**config.mk**
```make
export PLATFORM = sky130hd
export DESIGN_NAME = fetch_unit
export DESIGN_NICKNAME = d
export VERILOG_FILES = /design/src/rtl/mips_pkg.sv /design/src/rtl/fetch_queue.sv /design/src/rtl/fetch_unit.sv
export SDC_FILE = /design/constraint.sdc
export NUM_CORES = 1
export LEC_CHECK = 0
export BUFFER_PORTS_ARGS = -buffer_cell sky130_fd_sc_hd__buf_2
export CAP_MARGIN = 20
export CORE_MARGIN = 2
export CORE_UTILIZATION = 53
export CTS_CLUSTER_SIZE = 25
export DETAILED_ROUTE_END_ITERATION = 6
export PLACE_DENSITY_LB_ADDON = 0.2
export SLEW_MARGIN = 10
export SYNTH_ARGS = -nofsm -noshare
export SYNTH_HDL_FRONTEND = slang
export SYNTH_SLANG_ARGS = --single-unit
```
**constraint.sdc**
```tcl
create_clock -name clk -period 3.4 [get_ports clk]
set_input_delay 0.17 -clock clk [delete_from_list [all_inputs] [get_ports clk]]
set_output_delay 0.17 -clock clk [all_outputs]
set_load 0.01 [all_outputs]
```
**src/rtl/mips_pkg.sv**
```systemverilog
// Shared definitions for the MIPS-style front end: word widths, reset
// vector default, and the fetch-queue entry layout.
package mips_pkg;

  localparam int unsigned INSTR_W = 32;
  localparam int unsigned ADDR_W  = 32;
  localparam logic [ADDR_W-1:0] RESET_PC_DEFAULT = 32'h0000_0000;

  typedef logic [INSTR_W-1:0] instr_t;
  typedef logic [ADDR_W-1:0]  addr_t;

  // One buffered fetch: the instruction word and the address after it.
  typedef struct packed {
    instr_t instr;
    addr_t  pc4;
  } fetch_entry_t;

  localparam int unsigned ENTRY_W = $bits(fetch_entry_t);

  // Fetch addresses are always word aligned; the low bits are dropped.
  function automatic addr_t word_align(input addr_t a);
    return {a[ADDR_W-1:2], 2'b00};
  endfunction

endpackage

```
**src/rtl/fetch_queue.sv**
```systemverilog
// In-order buffer of fetched instructions. Single-cycle push and pop,
// flush empties it; a pop on an empty queue or a push on a full queue is
// ignored. DEPTH must be a power of two so the pointers wrap naturally.
module fetch_queue
  import mips_pkg::*;
#(
  parameter  int unsigned DEPTH = 4,
  localparam int unsigned CW    = $clog2(DEPTH) + 1
) (
  input  logic               clk,
  input  logic               rst,
  input  logic               push,
  input  logic [ENTRY_W-1:0] push_data,
  input  logic               pop,
  input  logic               flush,
  output logic [ENTRY_W-1:0] head_data,
  output logic [CW-1:0]      count
);

  localparam int unsigned PW = $clog2(DEPTH);

  logic [ENTRY_W-1:0] mem_q [DEPTH];
  logic [PW-1:0]      wr_ptr_q, wr_ptr_d;
  logic [PW-1:0]      rd_ptr_q, rd_ptr_d;
  logic [CW-1:0]      count_q, count_d;
  logic               do_push, do_pop;

  assign do_push   = push && (count_q != CW'(DEPTH)) && !flush;
  assign do_pop    = pop && (count_q != '0) && !flush;
  assign head_data = mem_q[rd_ptr_q];
  assign count     = count_q;

  // Pointer and occupancy update; flush wins over push and pop.
  always_comb begin
    wr_ptr_d = wr_ptr_q;
    rd_ptr_d = rd_ptr_q;
    count_d  = count_q;
    if (flush) begin
      wr_ptr_d = '0;
      rd_ptr_d = '0;
      count_d  = '0;
    end else begin
      if (do_push) wr_ptr_d = wr_ptr_q + PW'(1);
      if (do_pop)  rd_ptr_d = rd_ptr_q + PW'(1);
      count_d = count_q + CW'(do_push) - CW'(do_pop);
    end
  end

  // Control state registers.
  always_ff @(posedge clk) begin
    if (rst) begin
      wr_ptr_q <= '0;
      rd_ptr_q <= '0;
      count_q  <= '0;
    end else begin
      wr_ptr_q <= wr_ptr_d;
      rd_ptr_q <= rd_ptr_d;
      count_q  <= count_d;
    end
  end

  // Storage array; contents need no reset since count gates visibility.
  always_ff @(posedge clk) begin
    if (do_push) mem_q[wr_ptr_q] <= push_data;
  end

endmodule

```
**src/rtl/fetch_unit.sv**
```systemverilog
// Instruction fetch stage: owns the PC, issues word requests to a
// variable-latency memory, queues returned words with PC+4, and flushes
// queued and in-flight fetches on a branch/jump redirect.
module fetch_unit
  import mips_pkg::*;
#(
  parameter int unsigned DEPTH    = 4,
  parameter logic [31:0] RESET_PC = RESET_PC_DEFAULT
) (
  input  logic        clk,
  input  logic        rst,
  output logic        imem_req_valid,
  input  logic        imem_req_ready,
  output logic [31:0] imem_req_addr,
  input  logic        imem_resp_valid,
  input  logic [31:0] imem_resp_data,
  input  logic        redirect_valid,
  input  logic [31:0] redirect_pc,
  output logic        out_valid,
  input  logic        out_ready,
  output logic [31:0] out_instr,
  output logic [31:0] out_pc4
);

  localparam int unsigned CW = $clog2(DEPTH) + 1;
  localparam int unsigned SW = CW + 1;

  addr_t          fetch_pc_q, fetch_pc_d;
  addr_t          resp_pc_q, resp_pc_d;
  logic [CW-1:0]  inflight_q, inflight_d;
  logic [CW-1:0]  drop_q, drop_d;

  logic [CW-1:0]  q_count;
  logic [ENTRY_W-1:0] q_head;
  fetch_entry_t   push_entry, head_entry;
  logic           credit_ok, req_fire, resp_keep, q_pop;

  // Queue slots plus outstanding requests never exceed DEPTH, so every
  // response is guaranteed a slot without back-pressuring memory.
  assign credit_ok      = (SW'(q_count) + SW'(inflight_q)) < SW'(DEPTH);
  assign imem_req_valid = !rst && !redirect_valid && credit_ok;
  assign imem_req_addr  = fetch_pc_q;
  assign req_fire       = imem_req_valid && imem_req_ready;

  assign resp_keep        = imem_resp_valid && !redirect_valid && (drop_q == '0);
  assign push_entry.instr = imem_resp_data;
  assign push_entry.pc4   = resp_pc_q + 32'd4;

  assign head_entry = fetch_entry_t'(q_head);
  assign out_valid  = (q_count != '0);
  assign out_instr  = head_entry.instr;
  assign out_pc4    = head_entry.pc4;
  assign q_pop      = out_valid && out_ready;

  fetch_queue #(.DEPTH(DEPTH)) u_queue (
    .clk       (clk),
    .rst       (rst),
    .push      (resp_keep),
    .push_data (push_entry),
    .pop       (q_pop),
    .flush     (redirect_valid),
    .head_data (q_head),
    .count     (q_count)
  );

  // PC, outstanding-request and discard bookkeeping. A redirect takes
  // priority; responses already in flight at that point are discarded by
  // loading drop with the requests that are still to return.
  always_comb begin
    fetch_pc_d = fetch_pc_q;
    resp_pc_d  = resp_pc_q;
    drop_d     = drop_q;
    inflight_d = inflight_q + CW'(req_fire) - CW'(imem_resp_valid);
    if (redirect_valid) begin
      fetch_pc_d = word_align(redirect_pc);
      resp_pc_d  = word_align(redirect_pc);
      drop_d     = inflight_q - CW'(imem_resp_valid);
    end else begin
      if (req_fire) fetch_pc_d = fetch_pc_q + 32'd4;
      if (imem_resp_valid) begin
        if (drop_q != '0) drop_d = drop_q - CW'(1);
        else              resp_pc_d = resp_pc_q + 32'd4;
      end
    end
  end

  // Fetch state registers.
  always_ff @(posedge clk) begin
    if (rst) begin
      fetch_pc_q <= RESET_PC;
      resp_pc_q  <= RESET_PC;
      inflight_q <= '0;
      drop_q     <= '0;
    end else begin
      fetch_pc_q <= fetch_pc_d;
      resp_pc_q  <= resp_pc_d;
      inflight_q <= inflight_d;
      drop_q     <= drop_d;
    end
  end

endmodule

```
======== Word level (Yosys, flattened, before mapping) ========
Memories as Yosys holds them, arrays and structs flattened. A register that Yosys moved wholly into a read port is not among the register bits.
Cells that the tools add are included.
storage, ports and cells
  memory bits (read-only) ................. 0
  output and inout port bits .............. 98
  register bits ........................... 77
  memories ................................ 1
  memory bits (writable) .................. 256
  bits in latches ......................... 0
operators by class
  $add $sub $neg .......................... 11
  eq/ne operators ......................... 2
  shift operators ......................... 0
  $mul .................................... 0
  reduce and logical (&&, ||, !) cells .... 22
  mux-type cells .......................... 12
  magnitude comparators ................... 1
  div/mod/pow operators ................... 0
  bitwise operators ....................... 1
memory list
  name           depth  width  rd ports  clocked after memory_dff  write ports  line               RTL
  u_queue.mem_q  4      64     1         1                         1            fetch_queue.sv:22  logic [ENTRY_W-1:0] mem_q [DEPTH];
operators by type and width
  operator                                                                       count
  32-bit 2-to-1 mux                                                              5
  32-bit by 3-bit adder with 32-bit output (second input constant)               2
  1-bit logical AND                                                              10
  3-bit 2-to-1 mux                                                               3
  3-bit by 1-bit subtractor with 3-bit output                                    3
  3-bit by 1-bit adder with 3-bit output                                         2
  2-bit AND reduction                                                            3
  2-bit nonzero test                                                             3
  3-bit nonzero test                                                             2
  2-bit by 1-bit adder with 2-bit output (second input constant)                 2
  3-bit by 3-bit adder with 4-bit output                                         1
  4-bit by 3-bit less-than comparator with 1-bit output (second input constant)  1
  2-bit 2-to-1 mux                                                               2
  3-bit zero test                                                                1
  3-bit inequality test (second input constant)                                  1
  3-bit by 1-bit subtractor with 3-bit output (second input constant)            1
  1-bit zero test                                                                2
  1-bit 2-to-1 mux                                                               2
  2-bit inequality test (second input constant)                                  1
  2-bit OR reduction                                                             1
  1-bit NOT                                                                      1

======== Depth between registers and ports, before layout ========
  word-level depth ........................ 7
  mapped depth ............................ 11
  gate-level depth less buffers ........... 10

======== Hierarchy ========
Synthesis repeated with hierarchy kept, for this count alone.
unflattened totals
  cell total of the unflattened synthesis .. 917
  area total of the unflattened synthesis .. 14027.2 um^2
modules (own cells, without submodules)
  module       cells each  sequential area each (um^2)  area an instance (um^2)  times used
  fetch_queue  384         7867.5                       9795.6                   1
  fetch_unit   533         1321.3                       4231.6                   1

======== Least setup slack after synthesis ========
No wires, ideal clock.
  path type ............................... register to register
  start ................................... register drop_q[0]
  end ..................................... memory u_queue.mem_q[0][10] (netlist name) (enable)
  setup slack ............................. 0.244 ns
  stages on the path, launching flop included .. 6
  clock period less this slack ............ 3.156 ns
  arrival time ............................ 2.729 ns
  required time ........................... 2.973 ns
  cells stage by stage .................... dfxtp_1 > inv_1 > ha_1 > nand3b_2 > a31oi_1 > and3_1
on the way
  cells in the longest elaborated chain, start to end .. 6
RTL lines
  what                                    line               RTL
  from (decl)                             fetch_unit.sv:31   logic [CW-1:0] drop_q, drop_d;
  from (signal assigned)                  fetch_unit.sv:98   drop_q <= drop_d;
  3-bit zero test                         fetch_unit.sv:45   assign resp_keep = imem_resp_valid && !redirect_valid && (drop_q == '0);
  1-bit logical AND                       fetch_unit.sv:45
  1-bit logical AND (2 in series)         fetch_queue.sv:28  assign do_push = push && (count_q != CW'(DEPTH)) && !flush;
  1-bit 2-to-1 mux                        fetch_queue.sv:64  if (do_push) mem_q[wr_ptr_q] <= push_data;
  1-bit 2-to-1 mux (not written as such)  fetch_queue.sv:64
  to (decl)                               fetch_queue.sv:22
Every way passes these cells.

======== Worst setup path in the final report ========
  start ................................... register inflight_q[2]
  end ..................................... register inflight_q[2]
on the way
  cells in the longest elaborated chain, start to end .. 6
RTL lines
  what                                                   line              RTL
  from (decl)                                            fetch_unit.sv:30  logic [CW-1:0] inflight_q, inflight_d;
  from (signal assigned)                                 fetch_unit.sv:97  inflight_q <= inflight_d;
  3-bit by 3-bit adder with 4-bit output                 fetch_unit.sv:40  assign credit_ok = (SW'(q_count) + SW'(inflight_q)) < SW'(DEPTH);
  4-bit by 3-bit less-than comparator with 1-bit output  fetch_unit.sv:40
  1-bit logical AND                                      fetch_unit.sv:41  assign imem_req_valid = !rst && !redirect_valid && credit_ok;
  1-bit logical AND                                      fetch_unit.sv:43  assign req_fire = imem_req_valid && imem_req_ready;
  3-bit by 1-bit adder with 3-bit output (*)             fetch_unit.sv:73  inflight_d = inflight_q + CW'(req_fire) - CW'(imem_resp_valid);
  3-bit by 1-bit subtractor with 3-bit output (*)        fetch_unit.sv:73
Every way passes the cells marked *; elsewhere a longest branch is shown, timed or not.
A chain may end at the register's enable or synchronous reset.

==> results.tsv <==
metric	value	unit
run_status	finished, final reports clean	
num_vias	8161	
areaGrowthSynthToFinish	19.0	%
totalWireLength	26.9	mm
dieWidth	166	um
finalHoldViolCount	0	
die_h	166	um
io_pins	168	
path_class	register to register	
reg2reg_slack	0.66	ns
end_kind	register	
min_from	redirect_pc[28]	
irDropWorstVdd	0.377	mV
final_cells	1482	
yosysTopAreaCell	edfxtp_1	
cts_buffers	31	
htree_levels	1	
power.density	513	nW/um^2
drive_gt1_frac	0.280	
hold_end	resp_pc_q[28]$_SDFFE_PP0P_	
ys_warn_count	0	
hold_depth	4	
dr_wl_met2	12.4	mm
die-area	27500	sq um
syn_area	13900	sq um
synth-main-ff-cell	edfxtp_1	
drt_iter0_markers	604	
grt_pass1_wl	43.4	mm
hold_buffers	55	
period_share	0.807	
drv_slew	0	
syn_inst	912	
arrival	3.17	ns
dp.cells	1369	
required	3.82	ns
finalWeightedCongestion	0.870	
wl_met3	1.53	mm
synth_edf_count	248	
core_area	25800	sq um
cp_max_fo	11	
met1Wirelength	12.5	mm
worstRegToRegCells	10	
cts_resized	0	
synth_most_common_cell	edfxtp_1	
route.detailed.drc	0	
start_util	0.537	
whs	0.0263	ns
routedWlPerCell	18.1	um
firstDrtPassIters	5	
n_antenna_cell	0	
clock_latency	0.56	ns
first_global_vias	8109	
cts.sinks	323	
dp_hpwl	17.2	mm
hold_class	input port to register	
fin_nets	1210	
grt_overflow	0	
placed_cell_area	15000	sq um
setup.worst_path.start	inflight_q[2]$_SDFF_PP0_	
start_kind	register	
grtUsageTotal	0.195	
r2r-start	inflight_q[2]$_SDFF_PP0_	
cts_setup_buffers	0	
skew	0.0209	ns
grt_max_degree	64	
vias_per_cell	5.51	
synthArstFlopShare	0	
tightest_slew	0.719	ns
cts_tree	yes	
p_leak	0.00582	uW
ant_nets	0	
finalSetupViolations	0	
yosysSeqAreaShare	0.645	
synth.distinct_cells	72	
r2r-end	inflight_q[2]$_SDFF_PP0_	
rows	59	
io_buffers	161	
finalInstanceArea	16500	sq um
clock_path_buffers	3	
synth_top_cell_area_share	0.537	
clk_pin_slew	0.06	ns
fill_cells	1944	
avgSynthCellArea	15.2	sq um
maxUsedRoutingLayer	met4	
power.total	8460	uW
synth_seq_cells	323	
max-slew-margin-rel	0.521	
final.setup.tns	0	ns
synthTopCellsByCount	edfxtp_1, dfxtp_1, mux4_2	
antenna_found_initial	0	
yosys-top-cells-area	edfxtp_1, dfxtp_1, mux4_2, xnor2_1, xor2_1	
cts_root_buf	clkbuf_16	
fin_crit	2.74	ns
rsz0062_at_grt	false	
fmax	364	MHz
drv_cap	0	
[how the worst max path moves through the flow]
stage | end | slack (ns) | cells past startpoint
3_3_place_gp | inflight_q[2]$_SDFF_PP0_ | 0.67 | 10
5_1_grt | inflight_q[2]$_SDFF_PP0_ | 0.47 | 10
4_1_cts | inflight_q[2]$_SDFF_PP0_ | 0.63 | 10
3_5_place_dp | inflight_q[2]$_SDFF_PP0_ | 0.64 | 10
6_report | inflight_q[2]$_SDFF_PP0_ | 0.66 | 10
2_1_floorplan | u_queue.mem_q[0][10]$_DFFE_PP_ | 0.24 | 5
[sequential cells by signal (all words and copies together), names as in the netlist, named ones only]
name / count
u_queue.mem_q: 248
imem_req_addr: 30
resp_pc_q: 30
drop_q: 3
inflight_q: 3
u_queue.count: 3
u_queue.rd_ptr_q: 2
u_queue.wr_ptr_q: 2
[metrics by stage]
stage          setup WS (ns)   util
4_1_cts                0.630  0.639
2_1_floorplan          0.244      -
6_report               0.656  0.639
5_1_grt                0.472  0.639
3_5_place_dp           0.643  0.580
3_3_place_gp           0.674  0.580
[layout by cell type, fill, tap and decap left out, types with 16 or more instances in the layout]
master           n
ha_1            16
dfxtp_1         73
a21boi_0        18
edfxtp_1       248
buf_2          161
xor2_1          30
nand2_1         43
xnor2_1         49
nand3_1         31
nor2_1          37
nor3_1          17
mux4_2          62
a21oi_1         30
clkbuf_16       31
dlygate4sd3_1   55
inv_1           35
nand4_1         23
[per-layer routing]
metal,global-route usage,up-vias
li1,-,3913
met1,0.289,3958
met2,0.309,260
met3,0.0279,30
met4,0.0476,0
met5,0,-
[kinds of logic (layout without fill, tap and decap cells)]
family,count (synthesis),in the layout,share of synthesized area
AOI/OAI and AO/OA,102,102,0.0499
adders and majority gates,18,18,0.0173
DFF,323,323,0.645
xor gates and xnor gates,79,79,0.0499
muxes,64,64,0.102
other,1,4,0.000270
buffers and inverters,94,326,0.0335
and+or+nand+nor,231,231,0.102
[layout make-up]
type	instances	area, sq um	area share
Clock buffer	44	865	0.0524
Clock inverter	14	97.6	0.00591
Inverter	37	139	0.00842
Multi-Input combinational cell	498	4470	0.271
Sequential cell	323	8950	0.543
Tap cell	335	419	0.0254
Timing Repair Buffer	231	1560	0.0943
[worst max-delay path, stage by stage, from the launching register on]
cell     delay (ns)
dfxtp_1        0.35
ha_1           0.35
nor4b_4        0.35
and3_2         0.41
inv_2          0.07
ha_1           0.27
inv_1          0.04
ha_1           0.18
fa_1           0.38
xnor2_1        0.17
nor2_1         0.06
[power breakdown]
part           internal, uW  switching, uW
Clock                  1840           1370
Combinational           345            397
Sequential             4400            111
Note: power is estimated with default switching activity, not from simulation.
